File: src/rtl/i3c_pkg.sv
// Shared types and helpers for the SDR I3C controller.
package i3c_pkg;

    typedef enum logic [3:0] {
        ST_IDLE,
        ST_START,
        ST_ADDR,
        ST_ADDR_ACK,
        ST_WDATA,
        ST_WPAR,
        ST_RDATA,
        ST_RTBIT,
        ST_STOP,
        ST_DONE
    } ctrl_state_t;

    localparam logic [6:0] I3C_BCAST_ADDR = 7'h7E;

    // T-bit for a written byte: odd parity over data plus T
    function automatic logic odd_parity(input logic [7:0] b);
        return ~^b;
    endfunction

endpackage

File: src/rtl/i3c_scl_tick_gen.sv
// Quarter-period tick generator for the SCL bit engine.
module i3c_scl_tick_gen #(
    parameter logic [7:0] CLK_DIV = 8'd4
) (
    input  logic clk,
    input  logic rst_n,
    input  logic clear,
    input  logic freeze,
    output logic tick
);

    localparam logic [7:0] LAST = CLK_DIV - 8'd1;

    logic [7:0] cnt;

    // Divider counter; held at zero while cleared, paused while frozen
    always_ff @(posedge clk) begin
        if (!rst_n || clear) begin
            cnt <= '0;
        end else if (!freeze) begin
            cnt <= (cnt == LAST) ? '0 : cnt + 8'd1;
        end
    end

    assign tick = (cnt == LAST) && !freeze;

endmodule

File: src/rtl/i3c_master_sdr_ctrl.sv
// SDR I3C controller: private read/write transfers with START, address,
// ACK check, data bytes with T-bits, and STOP.
module i3c_master_sdr_ctrl
    import i3c_pkg::*;
#(
    parameter logic [7:0] CLK_DIV = 8'd4
) (
    input  logic       clk,
    input  logic       rst_n,
    input  logic       cmd_valid,
    output logic       cmd_ready,
    input  logic [6:0] cmd_addr,
    input  logic       cmd_rnw,
    input  logic [3:0] cmd_len,
    input  logic [7:0] tx_data,
    input  logic       tx_valid,
    output logic       tx_ready,
    output logic [7:0] rx_data,
    output logic       rx_valid,
    output logic       done,
    output logic       nack_err,
    output logic       early_end,
    output logic       busy,
    output logic       scl_out,
    output logic       sda_oe,
    input  logic       sda_in
);

    ctrl_state_t state;
    logic [1:0]  q;
    logic [2:0]  bit_idx;
    logic [7:0]  shreg;
    logic [6:0]  addr_q;
    logic        rnw_q;
    logic [3:0]  len_q;
    logic [3:0]  cnt;
    logic        par_q;
    logic        smp_q;
    logic        tick;
    logic        stall;

    // Waiting for a write byte at the first quarter of its MSB
    assign stall = (state == ST_WDATA) && (q == 2'd0) && (bit_idx == 3'd7) && !tx_valid;

    i3c_scl_tick_gen #(
        .CLK_DIV(CLK_DIV)
    ) u_tick (
        .clk   (clk),
        .rst_n (rst_n),
        .clear (state == ST_IDLE),
        .freeze(stall),
        .tick  (tick)
    );

    // Controller FSM: every bit-level action happens on a quarter tick
    always_ff @(posedge clk) begin
        if (!rst_n) begin
            state     <= ST_IDLE;
            q         <= '0;
            bit_idx   <= '0;
            shreg     <= '0;
            addr_q    <= '0;
            rnw_q     <= 1'b0;
            len_q     <= '0;
            cnt       <= '0;
            par_q     <= 1'b0;
            smp_q     <= 1'b0;
            scl_out   <= 1'b1;
            sda_oe    <= 1'b0;
            cmd_ready <= 1'b1;
            busy      <= 1'b0;
            tx_ready  <= 1'b0;
            rx_valid  <= 1'b0;
            rx_data   <= '0;
            done      <= 1'b0;
            nack_err  <= 1'b0;
            early_end <= 1'b0;
        end else begin
            tx_ready <= 1'b0;
            rx_valid <= 1'b0;
            done     <= 1'b0;
            unique case (state)
                ST_IDLE: begin
                    if (cmd_valid) begin
                        addr_q    <= cmd_addr;
                        rnw_q     <= cmd_rnw;
                        len_q     <= cmd_len;
                        cnt       <= '0;
                        q         <= '0;
                        nack_err  <= 1'b0;
                        early_end <= 1'b0;
                        cmd_ready <= 1'b0;
                        busy      <= 1'b1;
                        state     <= ST_START;
                    end
                end
                ST_DONE: begin
                    done      <= 1'b1;
                    cmd_ready <= 1'b1;
                    busy      <= 1'b0;
                    state     <= ST_IDLE;
                end
                default: begin
                    if (tick) begin
                        q <= q + 2'd1;
                        case (q)
                            2'd0: begin
                                case (state)
                                    ST_START, ST_STOP: sda_oe <= 1'b1;
                                    ST_ADDR:           sda_oe <= ~shreg[7];
                                    ST_ADDR_ACK,
                                    ST_RDATA:          sda_oe <= 1'b0;
                                    ST_WDATA: begin
                                        if (bit_idx == 3'd7) begin
                                            shreg    <= tx_data;
                                            par_q    <= odd_parity(tx_data);
                                            tx_ready <= 1'b1;
                                            sda_oe   <= ~tx_data[7];
                                        end else begin
                                            sda_oe <= ~shreg[7];
                                        end
                                    end
                                    ST_WPAR:  sda_oe <= ~par_q;
                                    // Last byte: hold SDA low so the target cannot continue
                                    ST_RTBIT: sda_oe <= (cnt == len_q);
                                    default: ;
                                endcase
                            end
                            // START drops SCL here; every other phase raises it
                            2'd1: scl_out <= (state != ST_START);
                            2'd2: begin
                                case (state)
                                    ST_ADDR_ACK, ST_RTBIT: smp_q <= sda_in;
                                    ST_RDATA: shreg  <= {shreg[6:0], sda_in};
                                    ST_STOP:  sda_oe <= 1'b0;
                                    default: ;
                                endcase
                            end
                            default: begin
                                if (state != ST_STOP) begin
                                    scl_out <= 1'b0;
                                end
                                case (state)
                                    ST_START: begin
                                        shreg   <= {addr_q, rnw_q};
                                        bit_idx <= 3'd7;
                                        state   <= ST_ADDR;
                                    end
                                    ST_ADDR, ST_WDATA: begin
                                        if (bit_idx == 3'd0) begin
                                            state <= (state == ST_ADDR) ? ST_ADDR_ACK : ST_WPAR;
                                        end else begin
                                            bit_idx <= bit_idx - 3'd1;
                                            shreg   <= {shreg[6:0], 1'b0};
                                        end
                                    end
                                    ST_ADDR_ACK: begin
                                        if (smp_q) begin
                                            nack_err <= 1'b1;
                                            state    <= ST_STOP;
                                        end else if (len_q == 4'd0) begin
                                            state <= ST_STOP;
                                        end else begin
                                            bit_idx <= 3'd7;
                                            state   <= rnw_q ? ST_RDATA : ST_WDATA;
                                        end
                                    end
                                    ST_WPAR: begin
                                        cnt <= cnt + 4'd1;
                                        if (cnt + 4'd1 == len_q) begin
                                            state <= ST_STOP;
                                        end else begin
                                            bit_idx <= 3'd7;
                                            state   <= ST_WDATA;
                                        end
                                    end
                                    ST_RDATA: begin
                                        if (bit_idx == 3'd0) begin
                                            rx_data  <= shreg;
                                            rx_valid <= 1'b1;
                                            cnt      <= cnt + 4'd1;
                                            state    <= ST_RTBIT;
                                        end else begin
                                            bit_idx <= bit_idx - 3'd1;
                                        end
                                    end
                                    ST_RTBIT: begin
                                        if (cnt == len_q) begin
                                            state <= ST_STOP;
                                        end else if (!smp_q) begin
                                            early_end <= 1'b1;
                                            state     <= ST_STOP;
                                        end else begin
                                            bit_idx <= 3'd7;
                                            state   <= ST_RDATA;
                                        end
                                    end
                                    ST_STOP: state <= ST_DONE;
                                    default: ;
                                endcase
                            end
                        endcase
                    end
                end
            endcase
        end
    end

endmodule

File: config.mk
export PLATFORM = sky130hd
export DESIGN_NAME = i3c_master_sdr_ctrl
export DESIGN_NICKNAME = d
export VERILOG_FILES = /design/src/rtl/i3c_pkg.sv /design/src/rtl/i3c_scl_tick_gen.sv /design/src/rtl/i3c_master_sdr_ctrl.sv
export SDC_FILE = /design/constraint.sdc
export NUM_CORES = 1
export LEC_CHECK = 0
export CORE_ASPECT_RATIO = 1.75
export CORE_UTILIZATION = 50
export CTS_BUF_LIST = sky130_fd_sc_hd__clkbuf_4 sky130_fd_sc_hd__clkbuf_8
export CTS_CLUSTER_DIAMETER = 150
export DETAILED_ROUTE_END_ITERATION = 10
export PLACE_DENSITY = 0.78
export SYNTH_ARGS = -nofsm -noshare
export SYNTH_HDL_FRONTEND = slang
export SYNTH_SLANG_ARGS = --single-unit
File: constraint.sdc
create_clock -name clk -period 2.25 [get_ports clk]
set_input_delay 0.5625 -clock clk [delete_from_list [all_inputs] [get_ports clk]]
set_output_delay 0.5625 -clock clk [all_outputs]
set_load 0.02 [all_outputs]
==> results_dict.tcl, run 1 <==
set metrics [dict create \
    drt_iter0_drc 197 \
    path_clk_slew_ps 70 \
    finalSetupTns_ps 0 \
    grt-ovfl-total 0 \
    drive_gt1_share_pct 13.9 \
    powerDensity_nw_per_um2 672 \
    drv_slew 0 \
    critPathBufInv 1 \
    fmax_mhz 466 \
    synth-main-ff-cell "dfxtp_1" \
    hp-class "reg -> reg" \
    drc 0 \
    synth_area_per_cell_um2 8.41 \
    path_max_fanout 5 \
    stdcell_count 550 \
    areaGrowthSynthToFinish_pct 26.1 \
    rows 39 \
    nNetsFinal 497 \
    cts_buffers 9 \
    finish.instance_area_um2 4240 \
    period_share_pct 95.4 \
    hold_viol 0 \
    gp_congestion 0.955 \
    crit_chain "inv_1 -> ha_1 -> nor2b_1 -> and4_1 -> or3_4 -> or4_1 -> a21oi_1" \
    fillers 546 \
    wirelength_mm 9.46 \
    period_needed_ps 2150 \
    antenna_found_initial 0 \
    drtPass1Iterations 5 \
    rsz0062_at_grt "false" \
    io_buffers 41 \
    start_util_pct 51.8 \
    cp.arrival_ps 2430 \
    cts_htree_levels 3 \
    vias_per_cell 5.96 \
    dr_total_vias 3280 \
    power_mw 2.85 \
    grt_pass1_wl_mm 16.2 \
    finalWorstSetupSlack_ps 105 \
    outcome "finished clean" \
    antennaDiodeCount 0 \
    ios 42 \
    routedWlPerCell_um 17.2 \
    ys_seq_area_share_pct 35.7 \
    worst-setup-path-type "reg -> reg" \
    syn-cell-area_um2 3360 \
    cts_hold_buffers 0 \
    die_w_um 64.0 \
    antenna_left 0 \
    die_y_um 111 \
    synth_async_sr_flop_share_pct 0 \
    dpl.hpwl_mm 7.23 \
    synth-edff-count 0 \
    cts.sinks 60 \
    syn_nets 434 \
    cp_slowest_cell "or4_1" \
    ir_worst_vdd_uv 482 \
    relSlewSlack_pct 69.6 \
    synth_common_cells "60 x dfxtp_1, 50 x nand2_1, 31 x nor2_1" \
    fp.coreArea_um2 6490 \
    synth_cell_types 65 \
    clockRootBuffer "clkbuf_8" \
    yosys-top-cells-area "dfxtp_1 36%, mux2i_1 6.2%, nand2_1 5.6%, a21oi_1 4.3%, nor2_1 3.5%" \
    yosys_register_bits 60 \
    finalSetupViolations 0 \
    cts_tree "yes" \
    grt_pass1_vias 3407 \
    netlist_instances 400 \
    fp.dieArea_um2 7070 \
    cp-start-kind "flip-flop" \
    cts_setup_buffers 0 \
    synth_warnings 0 \
    clk_latency_ps 360 \
    maxCapViolCount 0 \
    tightest_slew_ps 450 \
    clock_tree.buffer_depth 2 \
    skew_ps 9.58 \
    post-place-ws_ps -131 \
    cts_resized 0 \
    cp_top_family "simple AND/OR/NAND/NOR gates" \
    synth_top_area_cell "dfxtp_1" \
    required_ps 2540 \
    crit_path_max_incr_delay_ps 510 \
    endpoint_kind "flip-flop" \
    yosysMostFrequentCell "dfxtp_1" \
    dp_cells 534 \
    grt_use_total_pct 29.9 \
    leakage_nw 1.59 \
    grt_max_degree 29 \
    yosys.area.top_type_share_pct 35.7 \
    placed_cell_area_um2 4030 \
]
[worst reg2reg max path, delay by kind of cell, from the launching register on]
kind / cells / cell delay, ps
AND/OR/NAND/NOR: 4 / 1240
adder cells (fa/ha/maj): 1 / 220
AO/OA/AOI/OAI: 1 / 150
flip-flops: 1 / 380
buffers and inverters: 1 / 90
[worst paths after layout]
path | from | to | slack, ps | depth (start not counted)
max | q[0] | sda_oe | 100 | 7
min | addr_q[3] | addr_q[3] | 470 | 2
max reg2reg | q[0] | sda_oe | 100 | 7
min reg2reg | addr_q[3] | addr_q[3] | 470 | 2
[per-stage QoR]
stage,util [%],hold WS (ps)
detailed placement,62.0,461
CTS,65.4,472
finish,65.4,470
floorplan,-,436
global route,65.4,490
global placement,62.0,456
[flip-flops by register name, summed over array words and instances (netlist names)]
name        cells
u_tick.cnt      8
busy            1
tx_ready        1
addr_q          7
sda_oe          1
scl_out         1
par_q           1
len_q           4
early_end       1
rnw_q           1
done            1
rx_valid        1
cmd_ready       1
q               2
shreg           8
cnt             4
rx_data         8
smp_q           1
nack_err        1
bit_idx         3
state           4
[placed cells by master, fill, tap and decap left out, types with 10 or more instances in the layout]
master and n:
dfxtp_1 58, nand2_1 50, clkdlybuf4s50_1 41, buf_4 32, nor2_1 31, a21oi_1 29, mux2i_1 21, inv_1 17
xnor2_1 13, nand2b_1 12, o21ai_0 11, nand4_1 10
[cells by family after synthesis]
kind of cell / count (synthesis) / share of synthesized area (%)
buf+inv: 40 / 5.02
fa+ha+maj: 9 / 3.35
compound gates: 88 / 18.7
simple gates: 160 / 25.3
xor+xnor: 22 / 5.73
mux: 21 / 6.25
flops: 60 / 35.7
[per-layer routing]
layer  share of wire (%)  up-vias  track usage [%]  routed length, um
met5                   0        -                0                  0
met2                  53      135             53.1               4980
met4                 5.0        0             17.3                472
met3                 6.1       39             7.85                573
met1                  36     1524             30.5               3430
li1                    -     1582                -                  -
[final cells by class]
type / instances / area (um^2) / area share (%)
clock buffer: 9 / 124 / 2.92
clock inverter: 7 / 91.3 / 2.15
inverter: 19 / 71.3 / 1.68
multi-input combinational: 300 / 2000 / 47.1
sequential: 60 / 1200 / 28.4
tap: 82 / 103 / 2.42
timing repair buffer: 73 / 651 / 15.3
[where the power goes]
group | leakage, nW | total [mW] | switching (mW) | internal, mW
clock | 0.109 | 1.08 | 0.458 | 0.618
sequential | 0.487 | 1.15 | 0.0496 | 1.11
combinational | 0.994 | 0.621 | 0.351 | 0.270
total | 1.59 | 2.85 | 0.859 | 1.99
Power figures use the tool's default switching activity.
==> inputs of run 2 (changes only) <==
--- a/config.mk
+++ b/config.mk
@@ -10,6 +10,7 @@
 export CTS_BUF_LIST = sky130_fd_sc_hd__clkbuf_4 sky130_fd_sc_hd__clkbuf_8
 export CTS_CLUSTER_DIAMETER = 150
 export DETAILED_ROUTE_END_ITERATION = 10
+export MAX_ROUTING_LAYER = met4
 export PLACE_DENSITY = 0.78
 export SYNTH_ARGS = -nofsm -noshare
 export SYNTH_HDL_FRONTEND = slang
==> constraint.sdc (replaced) <==
create_clock -name clk -period 2.1 [get_ports clk]
set_input_delay 0.525 -clock clk [delete_from_list [all_inputs] [get_ports clk]]
set_output_delay 0.525 -clock clk [all_outputs]
set_load 0.02 [all_outputs]
==> results_dict.tcl, run 2 (synthesis results as in run 1) <==
set metrics [dict create \
    finish.instance_area_um2 4370 \
    endpoint_kind "flip-flop" \
    drive_gt1_share_pct 15.2 \
    reg_top3 "rx_data: 8 flops, shreg: 8 flops, u_tick.cnt: 8 flops" \
    cts_resized 0 \
    wirelength_mm 9.37 \
    tightest_slew_ps 439 \
    placed_cell_area_um2 4100 \
    antenna_left 0 \
    start_util_pct 51.8 \
    finalSetupViolations 0 \
    rows 39 \
    hold_viol 0 \
    whs_ps 465 \
    vias_per_cell 6.01 \
    postLayoutCoreUtil_pct 67.3 \
    finalSetupTns_ps 0 \
    drv_slew 0 \
    dpl.hpwl_mm 7.06 \
    required_ps 2320 \
    powerDensity_nw_per_um2 738 \
    path_clk_slew_ps 70 \
    drtPass1Iterations 6 \
    outcome "finished clean" \
    finalWorstSetupSlack_ps 59.4 \
    grt_pass1_wl_mm 15.6 \
    period_needed_ps 2040 \
    clk_latency_ps 350 \
    io_buffers 41 \
    final_cell_mix "60 x dfxtp_1, 50 x nand2_1, 41 x clkdlybuf4s50_1" \
    layout_commonest_cell "dfxtp_1" \
    power_mw 3.23 \
    clockRootBuffer "clkbuf_8" \
    fp.dieArea_um2 7070 \
    antenna_found_initial 0 \
    rsz0062_at_grt "true" \
    path_max_fanout 6 \
    hp-class "reg -> reg" \
    routedWlPerCell_um 16.8 \
    areaGrowthSynthToFinish_pct 29.9 \
    clock_tree.buffer_depth 2 \
    antennaDiodeCount 0 \
    grt_use_total_pct 29.5 \
    leakage_nw 1.64 \
    fmax_mhz 490 \
    skew_ps 7.65 \
    stdcell_count 556 \
    grt_max_degree 29 \
    cts_tree "yes" \
    die_w_um 64.0 \
    worst-setup-path-type "reg -> reg" \
    seq_area_um2 1200 \
    nNetsFinal 503 \
    cts.sinks 60 \
    post-place-ws_ps -215 \
    fillers 546 \
    grt-ovfl-total 0 \
    cp-start-kind "flip-flop" \
    relSlewSlack_pct 70.4 \
    cp.arrival_ps 2260 \
    ir_worst_vdd_uv 602 \
    gp_congestion 0.981 \
    dp_cells 540 \
    cts_htree_levels 3 \
    cts_hold_buffers 0 \
    ios 42 \
    drc 0 \
    maxCapViolCount 0 \
    die_y_um 111 \
    cts_setup_buffers 0 \
    fp.coreArea_um2 6490 \
    period_share_pct 97.2 \
    drt_iter0_drc 198 \
    grt_pass1_vias 3376 \
    multi_input_area_um2 2020 \
    dr_total_vias 3341 \
    cts_buffers 9 \
]
## run 2: changes by cell type in the layout (fill, tap and decap cells not counted), moves of 2 or more
cell      delta
clkinv_2     -3
buf_12       +2
buf_4        +2
buf_6        +2
dfxtp_1      +2
dfxtp_2      -2
## run 2: final timing paths
path	startpoint	slack [ps]	end	depth (start not counted)
max reg2reg	state[2]	60	cnt[3]	6
max	state[2]	60	cnt[3]	6
min	addr_q[1]	470	addr_q[1]	2
min reg2reg	addr_q[1]	470	addr_q[1]	2
## run 2: layout make-up
class                      instances  area share, %
inverter                          19           1.63
timing repair buffer              79           16.7
clock inverter                     7           2.83
tap                               82           2.35
sequential                        60           27.5
multi-input combinational        300           46.2
clock buffer                       9           2.83
## run 2: worst max-delay path: stages (launching register included)
cell	delay (ps)
dfxtp_1	430
nor2b_1	340
buf_4	240
o22ai_1	100
nor4_2	410
a31o_2	260
o221ai_1	120
## run 2: report_power, final
group	leakage [nW]	switching [mW]	total (mW)	internal [mW]
Sequential	0.486	0.0408	1.22	1.18
Clock	0.120	0.492	1.29	0.795
Combinational	1.03	0.401	0.714	0.313
Total	1.64	0.934	3.23	2.29
## run 2: per-layer routing
metal	vias to the layer above	track usage, %	part of all wire, %
met1	1553	29.7	37
li1	1593	-	-
met5	-	-	0
met2	156	51.6	54
met3	39	6.92	4.7
met4	0	15.0	3.8
